--- src/rtl/mario_motion_resolver.sv ---
// mario_motion_resolver
// Once per frame, walks the 16x16 Mario sprite one pixel at a time against
// the screen bounds, the floor and a single solid brick platform. It then
// returns the resolved top-left position and the contact flags for that frame.

module mario_motion_resolver #(
  parameter int MARIO_SIZE = 16,
  parameter int X_MAX      = 639,
  parameter int FLOOR_Y    = 416,
  parameter int PLAT_X0    = 96,
  parameter int PLAT_X1    = 175,
  parameter int PLAT_Y0    = 368,
  parameter int PLAT_Y1    = 383,
  parameter int RESET_X    = 0,
  parameter int RESET_Y    = 100
) (
  input  logic       clk_50,
  input  logic       Reset_n,
  input  logic       frame_clk,
  input  logic [9:0] X_Pos,
  input  logic [9:0] Y_Pos,
  input  logic [5:0] Right_V,
  input  logic [5:0] Left_V,
  input  logic [5:0] Up_V,
  input  logic [5:0] Down_V,
  output logic [9:0] X_Out,
  output logic [9:0] Y_Out,
  output logic       Done,
  output logic       Busy,
  output logic       Grounded,
  output logic       Hit_Head,
  output logic       Hit_Wall
);

  // All geometry is compared at 11 bits, so the far edge (c + 15) never wraps.
  localparam logic [10:0] EDGE_W  = 11'(MARIO_SIZE - 1);
  localparam logic [10:0] XMAX_W  = 11'(X_MAX);
  localparam logic [10:0] FLOOR_W = 11'(FLOOR_Y);
  localparam logic [10:0] PX0_W   = 11'(PLAT_X0);
  localparam logic [10:0] PX1_W   = 11'(PLAT_X1);
  localparam logic [10:0] PY0_W   = 11'(PLAT_Y0);
  localparam logic [10:0] PY1_W   = 11'(PLAT_Y1);

  typedef enum logic [2:0] {IDLE, LOAD, STEP_X, STEP_Y, DONE} state_t;

  state_t state, state_nxt;

  logic frame_sync1, frame_sync2, frame_sync2_d;
  logic start;

  logic [9:0]  cx, cy;
  logic [5:0]  rem_x, rem_y;
  logic        x_neg, y_neg;
  logic        wall_w, head_w, ground_w;

  logic signed [6:0] dx, dy;
  logic [10:0] cand_x, cand_y;
  logic        x_blk, y_blk;
  logic        y_exit;

  // True when a sprite box with top-left (bx, by) is outside the play area
  // or overlaps the platform (inclusive rectangle on both axes).
  function automatic logic box_blocked(input logic [10:0] bx, input logic [10:0] by);
    logic [10:0] bx1, by1;
    logic        wall, floor_hit, plat;
    bx1       = bx + EDGE_W;
    by1       = by + EDGE_W;
    wall      = (bx1 > XMAX_W);
    floor_hit = (by1 >= FLOOR_W);
    plat      = (bx1 >= PX0_W) && (bx <= PX1_W) && (by1 >= PY0_W) && (by <= PY1_W);
    box_blocked = wall || floor_hit || plat;
  endfunction

  // Magnitude of a signed 7-bit step difference; |-63| still fits 6 bits.
  function automatic logic [5:0] step_mag(input logic signed [6:0] v);
    logic signed [6:0] a;
    a = v[6] ? -v : v;
    step_mag = a[5:0];
  endfunction

  // Two-flop synchronizer plus edge history for the asynchronous frame tick.
  always_ff @(posedge clk_50 or negedge Reset_n) begin
    if (!Reset_n) begin
      frame_sync1   <= 1'b0;
      frame_sync2   <= 1'b0;
      frame_sync2_d <= 1'b0;
    end else begin
      frame_sync1   <= frame_clk;
      frame_sync2   <= frame_sync1;
      frame_sync2_d <= frame_sync2;
    end
  end

  assign start = frame_sync2 & ~frame_sync2_d;

  // Requested net velocities and one-pixel candidates with their block tests.
  always_comb begin
    dx     = $signed({1'b0, Right_V}) - $signed({1'b0, Left_V});
    dy     = $signed({1'b0, Down_V}) - $signed({1'b0, Up_V});
    cand_x = x_neg ? ({1'b0, cx} - 11'd1) : ({1'b0, cx} + 11'd1);
    cand_y = y_neg ? ({1'b0, cy} - 11'd1) : ({1'b0, cy} + 11'd1);
    x_blk  = (x_neg && (cx == 10'd0)) || box_blocked(cand_x, {1'b0, cy});
    y_blk  = (y_neg && (cy == 10'd0)) || box_blocked({1'b0, cx}, cand_y);
    y_exit = (rem_y == 6'd0) || y_blk;
  end

  // State register.
  always_ff @(posedge clk_50 or negedge Reset_n) begin
    if (!Reset_n) state <= IDLE;
    else          state <= state_nxt;
  end

  // Next-state logic; Busy and Done decode directly from the state.
  always_comb begin
    state_nxt = state;
    Busy      = 1'b0;
    Done      = 1'b0;
    case (state)
      IDLE:   if (start) state_nxt = LOAD;
      LOAD:   begin
        Busy      = 1'b1;
        state_nxt = STEP_X;
      end
      STEP_X: begin
        Busy = 1'b1;
        if ((rem_x == 6'd0) || x_blk) state_nxt = STEP_Y;
      end
      STEP_Y: begin
        Busy = 1'b1;
        if (y_exit) state_nxt = DONE;
      end
      DONE:   begin
        Busy      = 1'b1;
        Done      = 1'b1;
        state_nxt = IDLE;
      end
      default: state_nxt = IDLE;
    endcase
  end

  // Working position walk. The outputs are registered on the final STEP_Y
  // cycle so that they change on the same cycle that Done is high.
  always_ff @(posedge clk_50 or negedge Reset_n) begin
    if (!Reset_n) begin
      cx       <= '0;
      cy       <= '0;
      rem_x    <= '0;
      rem_y    <= '0;
      x_neg    <= 1'b0;
      y_neg    <= 1'b0;
      wall_w   <= 1'b0;
      head_w   <= 1'b0;
      ground_w <= 1'b0;
      X_Out    <= 10'(RESET_X);
      Y_Out    <= 10'(RESET_Y);
      Grounded <= 1'b0;
      Hit_Head <= 1'b0;
      Hit_Wall <= 1'b0;
    end else begin
      case (state)
        LOAD: begin
          cx       <= X_Pos;
          cy       <= Y_Pos;
          rem_x    <= step_mag(dx);
          rem_y    <= step_mag(dy);
          x_neg    <= dx[6];
          y_neg    <= dy[6];
          wall_w   <= 1'b0;
          head_w   <= 1'b0;
          ground_w <= 1'b0;
        end
        STEP_X: begin
          if (rem_x != 6'd0) begin
            if (x_blk) begin
              wall_w <= 1'b1;
            end else begin
              cx    <= cand_x[9:0];
              rem_x <= rem_x - 6'd1;
            end
          end
        end
        STEP_Y: begin
          if (rem_y != 6'd0) begin
            if (y_blk) begin
              if (y_neg) head_w   <= 1'b1;
              else       ground_w <= 1'b1;
            end else begin
              cy    <= cand_y[9:0];
              rem_y <= rem_y - 6'd1;
            end
          end
          if (y_exit) begin
            X_Out    <= cx;
            Y_Out    <= cy;
            Hit_Wall <= wall_w;
            Hit_Head <= head_w   | ((rem_y != 6'd0) && y_blk && y_neg);
            Grounded <= ground_w | ((rem_y != 6'd0) && y_blk && !y_neg);
          end
        end
        default: ;
      endcase
    end
  end

endmodule

--- config.mk ---
export PLATFORM = sky130hd
export DESIGN_NAME = mario_motion_resolver
export DESIGN_NICKNAME = d
export VERILOG_FILES = /design/src/rtl/mario_motion_resolver.sv
export SDC_FILE = /design/constraint.sdc
export NUM_CORES = 1
export LEC_CHECK = 0
export ABC_AREA = 1
export BUFFER_PORTS_ARGS = -buffer_cell sky130_fd_sc_hd__clkbuf_2
export CORE_MARGIN = 5
export CORE_UTILIZATION = 60
export CTS_CLUSTER_DIAMETER = 50
export CTS_CLUSTER_SIZE = 28
export DETAILED_ROUTE_END_ITERATION = 10
export PLACE_DENSITY_LB_ADDON = 0.12
export SLEW_MARGIN = 0
export SYNTH_ARGS = -nofsm -noshare
export SYNTH_HDL_FRONTEND = slang
export SYNTH_SLANG_ARGS = --single-unit
--- constraint.sdc ---
create_clock -name clk_50 -period 3.68 [get_ports clk_50]
set_clock_uncertainty 0.05 [all_clocks]
set_input_delay 0 -clock clk_50 [delete_from_list [all_inputs] [get_ports clk_50]]
set_output_delay 0 -clock clk_50 [all_outputs]
set_load 0.005 [all_outputs]
==> out/metrics.yaml, run 1 <==
status: "finished, final reports clean"
grt_overflow: 0
tritoncts.num_buffers: 9
setup_viol_count_final: 0
drv_cap: 0
hold_viol_final: 0
cp_top_family: "simple AND/OR/NAND/NOR gates"
critPathKind: "reg -> reg"
grtUsageTotal_pct: 25.7
yosysUniqueCellTypes: 49
insertion_delay_ns: 0.37
ctsHtreeMaxLevel: 3
critPathLaunch: "y_neg"
synth_compound_area_share_pct: 12.7
core_area_sq_um: 9770
cpMostUsedCell: "nand2_1"
rows: 36
chipWidth_microns: 110
reg2reg_from: "y_neg"
synthAdderAreaFrac_pct: 10.3
netlist_area_sq_um: 6010
syn_nets: 997
start_kind: "register"
cts-resized-gates: 0
routedWlPerCell_microns: 12.8
rsz0062_at_grt: "no"
place_congestion: 0.884
cp.required_ns: 3.92
synthArstFlopShare_pct: 100
synth_top_family_by_area: "simple AND/OR/NAND/NOR gates"
antenna_found_initial: 0
tns_ns: 0
hp-start: "Y_Pos[5]"
hp-class: "in -> reg"
grt_pass1_vias: 5580
layout_common_cells: "nand2_1 (291), inv_1 (131), nand3_1 (71), clkbuf_2 (70), dfrtp_1 (63)"
end_kind: "register"
drive_gt1_share_pct: 14.8
dieArea_sq_um: 12100
rrSetupSlack_ns: 0.37
ctsRootBufferMaster: "clkbuf_8"
final_common_cell: "nand2_1"
period_share_pct: 90.0
synth-main-ff-cell: "dfrtp_1"
ant_nets: 0
grt_max_degree: 45
port_buffers: 71
cts_tree: "yes"
vias_per_cell: 5.29
slowest_delay_ns: 0.69
ios: 72
die_h_microns: 110
relSlewSlack_pct: 32.1
firstDrtPassIters: 6
avgSynthCellArea_sq_um: 6.66
area_delta_synth_final_pct: 14.5
muxShareOfSynthArea_pct: 0.167
worst_pin_slew_ns: 1.02
crit_chain: "ha_1, a21oi_1, nand2_2, nand2_1, nand4_1, nand2_2, nand2_1, nor2_2, nand2_1, nand2_1, nand2_2, nor2_4, nand3_2, nand2_4, buf_4, nand2_1, o21ai_1"
critPathMaxFanout: 28
critPathSlowestCell: "dfrtp_1"
grt_first_pass_wirelength_microns: 24800
clk_pin_slew_ns: 0.08
drc: 0
ys_warn_count: 0
start_util_pct: 61.5
worst_ep_arrival_time_ns: 3.55
timing.fmax_ghz: 0.302
n_antenna_cell: 0
synthXorXnorAreaFrac_pct: 3.77
synth-edff-count: 0
hpwl_microns: 10800
synthCells: 903
clock_path_buffers: 2
vias: 5993
fillCellCount: 848
clkSinkCount: 66
period_minus_slack_ns: 3.31
finalMaxSlewViolations: 0
yosysSeqAreaShare_pct: 27.5
nets: 1089
cp.buffers_inverters: 1
ys_seq_elements: 66
synth_simple_gate_area_share_pct: 35.0
wl_microns: 14500
drtIter0Drc: 465
-- final timing paths --
kind                               end  cells past startpoint
max in group asynchronous     rem_x[0]                      3
hold / removal                   cy[5]                      3
setup reg to reg              Y_Out[0]                     17
setup / recovery              Y_Out[0]                     17
min in group asynchronous        cy[4]                      2
hold reg to reg            frame_sync2                      0
-- per-stage QoR --
stage / area, sq um / cells / setup WS [ns] / hold slack (ns) / utilization (%)
after floorplan: 6010 / 903 / 1.01 / -0.346 / -
after global placement: 6450 / 1096 / 0.560 / 0.0607 / 66.0
after detailed placement: 6450 / 1096 / 0.441 / 0.0667 / 66.0
after CTS: 6880 / 1133 / 0.401 / 0.00515 / 70.4
after global routing: 6880 / 1133 / 0.0244 / 0.0269 / 70.4
final: 6880 / 1133 / 0.368 / 0.0141 / 70.4
-- worst reg2reg max path, stage by stage, from the launching register on --
cell     delay, ns
dfrtp_1       0.69
ha_1          0.40
a21oi_1       0.21
nand2_2       0.11
nand2_1       0.10
nand4_1       0.13
nand2_2       0.19
nand2_1       0.11
nor2_2        0.13
nand2_1       0.06
nand2_1       0.07
nand2_2       0.06
nor2_4        0.18
nand3_2       0.13
nand2_4       0.29
buf_4         0.24
nand2_1       0.06
o21ai_1       0.07
-- flip-flops by register name (all words and copies together) (netlist names), 3 cells and up --
signal,count
cy,10
cx,10
rem_x,6
X_Out,10
state,3
rem_y,6
Y_Out,10
-- cell families (layout without fill, tap and decap cells) --
group	Yosys count	count (layout)
simple gates	483	483
mux	1	1
compound gates	129	129
fa+ha+maj	47	47
xor+xnor	25	25
flops	66	66
buf+inv	152	249
-- Yosys cell counts (2+ instances only) --
library cell / number / area share (%)
a21oi_1: 25 / 2.1
a31oi_1: 5 / 0.52
buf_4: 2 / 0.25
buf_6: 7 / 1.3
clkbuf_1: 6 / 0.37
dfrtp_1: 63 / 26
dfstp_2: 3 / 1.3
fa_1: 4 / 1.3
ha_1: 43 / 9.0
inv_1: 131 / 8.2
inv_2: 3 / 0.19
nand2_1: 291 / 18
nand2_2: 11 / 1.1
nand2_4: 3 / 0.56
nand3_1: 71 / 5.9
nand3_2: 4 / 0.67
nand3b_1: 2 / 0.25
nand4_1: 13 / 1.4
nor2_1: 58 / 3.6
nor2_2: 5 / 0.52
nor2_4: 2 / 0.37
nor3_1: 13 / 1.1
nor3b_1: 2 / 0.25
o21ai_0: 54 / 4.5
o21ai_1: 14 / 1.2
o21ai_2: 17 / 2.5
o21bai_1: 5 / 0.62
o31ai_1: 2 / 0.25
or2_2: 2 / 0.21
xnor2_1: 8 / 1.2
xor2_1: 16 / 2.3
-- final cells by class --
cell class                 count  area [sq um]  share of cell area [%]
timing repair buffer          98           611                    8.88
clock buffer                   9           124                    1.80
sequential                    66          1660                    24.1
clock inverter                 7          93.8                    1.36
inverter                     135           507                    7.37
tap                          133           166                    2.42
multi-input combinational    685          3720                    54.1
-- layer usage --
layer  vias to the layer above  GRT usage [%]  wire (microns)
met4                         0           8.55             309
li1                       3076              -               -
met3                        27           4.43            1000
met5                         -              0               0
met1                      2697           34.3            6650
met2                       193           42.3            6560
-- what timing repair did --
| action | CTS | global route |
|---|---|---|
| setup endpoints to repair | 0 | 0 |
| hold endpoints to repair | 60 | 0 |
| hold buffers | 21 | 0 |
| buffers inserted | 0 | 0 |
Power of run 1 is left out: the tool's default activity adds up to more than one toggle a clock period on the data nets, which glitch-free logic cannot reach.
==> inputs of run 2 (changes only) <==
--- a/config.mk
+++ b/config.mk
@@ -12,6 +12,7 @@
 export CTS_CLUSTER_DIAMETER = 50
 export CTS_CLUSTER_SIZE = 28
 export DETAILED_ROUTE_END_ITERATION = 10
+export MAX_ROUTING_LAYER = met4
 export PLACE_DENSITY_LB_ADDON = 0.12
 export SLEW_MARGIN = 0
 export SYNTH_ARGS = -nofsm -noshare
==> run 2 against run 1 <==
  * Global-route usage grew 0.76 points
  * Worst hold slack lost 0.0030 ns
  * Flip-flop and latch count is the same
  * Die area is the same
  * Critical path depth is the same
  * Largest cell class unchanged
  * Design area is the same
  * Register-to-register slack is essentially flat
  * Critical endpoint unchanged
  * Cell count is the same
  * Maximum frequency shrank 0.44%
  * Highest routed layer unchanged
  * Core utilization is the same
  * Sequential share of layout area is the same
==> out/metrics.yaml, run 2 (synthesis gave the netlist of run 1 again) <==
worst_pin_slew_ns: 1.02
drc: 0
critPathMaxFanout: 28
critPathKind: "reg -> reg"
wl_microns: 14600
vias: 5994
grtUsageTotal_pct: 26.5
period_minus_slack_ns: 3.33
grt_first_pass_wirelength_microns: 24800
place_congestion: 0.898
cp.required_ns: 3.92
cts_hold_buf: 21
die_h_microns: 110
tritoncts.num_buffers: 9
firstDrtPassIters: 7
period_share_pct: 90.4
routedWlPerCell_microns: 12.9
n_antenna_cell: 0
clock_path_buffers: 2
drtIter0Drc: 449
nets: 1089
chipWidth_microns: 110
regArea_sq_um: 1660
dieArea_sq_um: 12100
ant_nets: 0
rows: 36
ctsHtreeMaxLevel: 3
worst_ep_arrival_time_ns: 3.56
ctsRootBufferMaster: "clkbuf_8"
antenna_found_initial: 0
hold_viol_final: 0
setup_viol_count_final: 0
rsz0062_at_grt: "no"
fillCellCount: 848
vias_per_cell: 5.29
drive_gt1_share_pct: 14.8
area_delta_synth_final_pct: 14.5
hpwl_microns: 10800
clkSinkCount: 66
port_buffers: 71
start_util_pct: 61.5
clk_pin_slew_ns: 0.08
cts_tree: "yes"
insertion_delay_ns: 0.37
start_kind: "register"
ios: 72
relSlewSlack_pct: 32.2
hp-class: "in -> reg"
core_area_sq_um: 9770
finalMaxSlewViolations: 0
grt_pass1_vias: 5586
status: "finished, final reports clean"
layout_common_cells: "nand2_1 (291), inv_1 (131), nand3_1 (71), clkbuf_2 (70), dfrtp_1 (63)"
drv_cap: 0
grt_overflow: 0
cts-resized-gates: 0
multiInputGateArea_sq_um: 3720
final_common_cell: "nand2_1"
end_kind: "register"
grt_max_degree: 45
tns_ns: 0
timing.fmax_ghz: 0.301
cts_setup_buffers: 0
-- run 2: cell counts in the layout (fill, tap and decap cells not counted) --
No cell type changed its count.
-- run 2: final cells by class --
| class | instances | share of cell area, % |
|---|---|---|
| clock buffer | 9 | 1.80 |
| clock inverter | 7 | 1.36 |
| inverter | 135 | 7.37 |
| multi-input combinational | 685 | 54.1 |
| sequential | 66 | 24.1 |
| tap | 133 | 2.42 |
| timing repair buffer | 98 | 8.88 |
-- run 2: layer usage --
layer  GRT usage, %  vias up  routed length, microns  part of all wire (%)
met2           42.4      168                    6590                    45
met1           34.3     2716                    6730                    46
met5              -        -                       0                     0
met3           4.31       37                     934                   6.4
met4           8.82        0                     320                   2.2
li1               -     3073                       -                     -
-- run 2: critical path: stages (launching register included) --
cell and delay [ns]:
dfrtp_1 0.69, ha_1 0.39, a21oi_1 0.21, nand2_2 0.11
nand2_1 0.10, nand4_1 0.13, nand2_2 0.19, nand2_1 0.11
nor2_2 0.13, nand2_1 0.06, nand2_1 0.07, nand2_2 0.06
nor2_4 0.18, nand3_2 0.13, nand2_4 0.29, buf_4 0.23
nand2_1 0.05, o21ai_1 0.07
-- run 2: path summary, 6_finish.rpt --
kind	cells past startpoint	start	slack [ns]	to
max	17	y_neg	0.35	Y_Out[0]
min	3	Y_Pos[5]	0.01	cy[5]
max reg2reg	17	y_neg	0.35	Y_Out[0]
min reg2reg	0	frame_sync1	0.31	frame_sync2
max in group asynchronous	3	Reset_n	2.38	frame_sync2
min in group asynchronous	2	Reset_n	0.29	cy[4]
-- run 2: metrics by stage --
stage | instances | util, % | hold WS (ns) | setup slack (ns) | area, sq um
floorplan | 903 | - | -0.346 | 1.01 | 6010
detailed placement | 1096 | 66.0 | 0.0667 | 0.441 | 6450
global placement | 1096 | 66.0 | 0.0607 | 0.560 | 6450
finish | 1133 | 70.4 | 0.0111 | 0.353 | 6880
global route | 1133 | 70.4 | 0.0250 | 0.0238 | 6880
CTS | 1133 | 70.4 | 0.00515 | 0.401 | 6880
Power of run 2 is left out for the same reason.
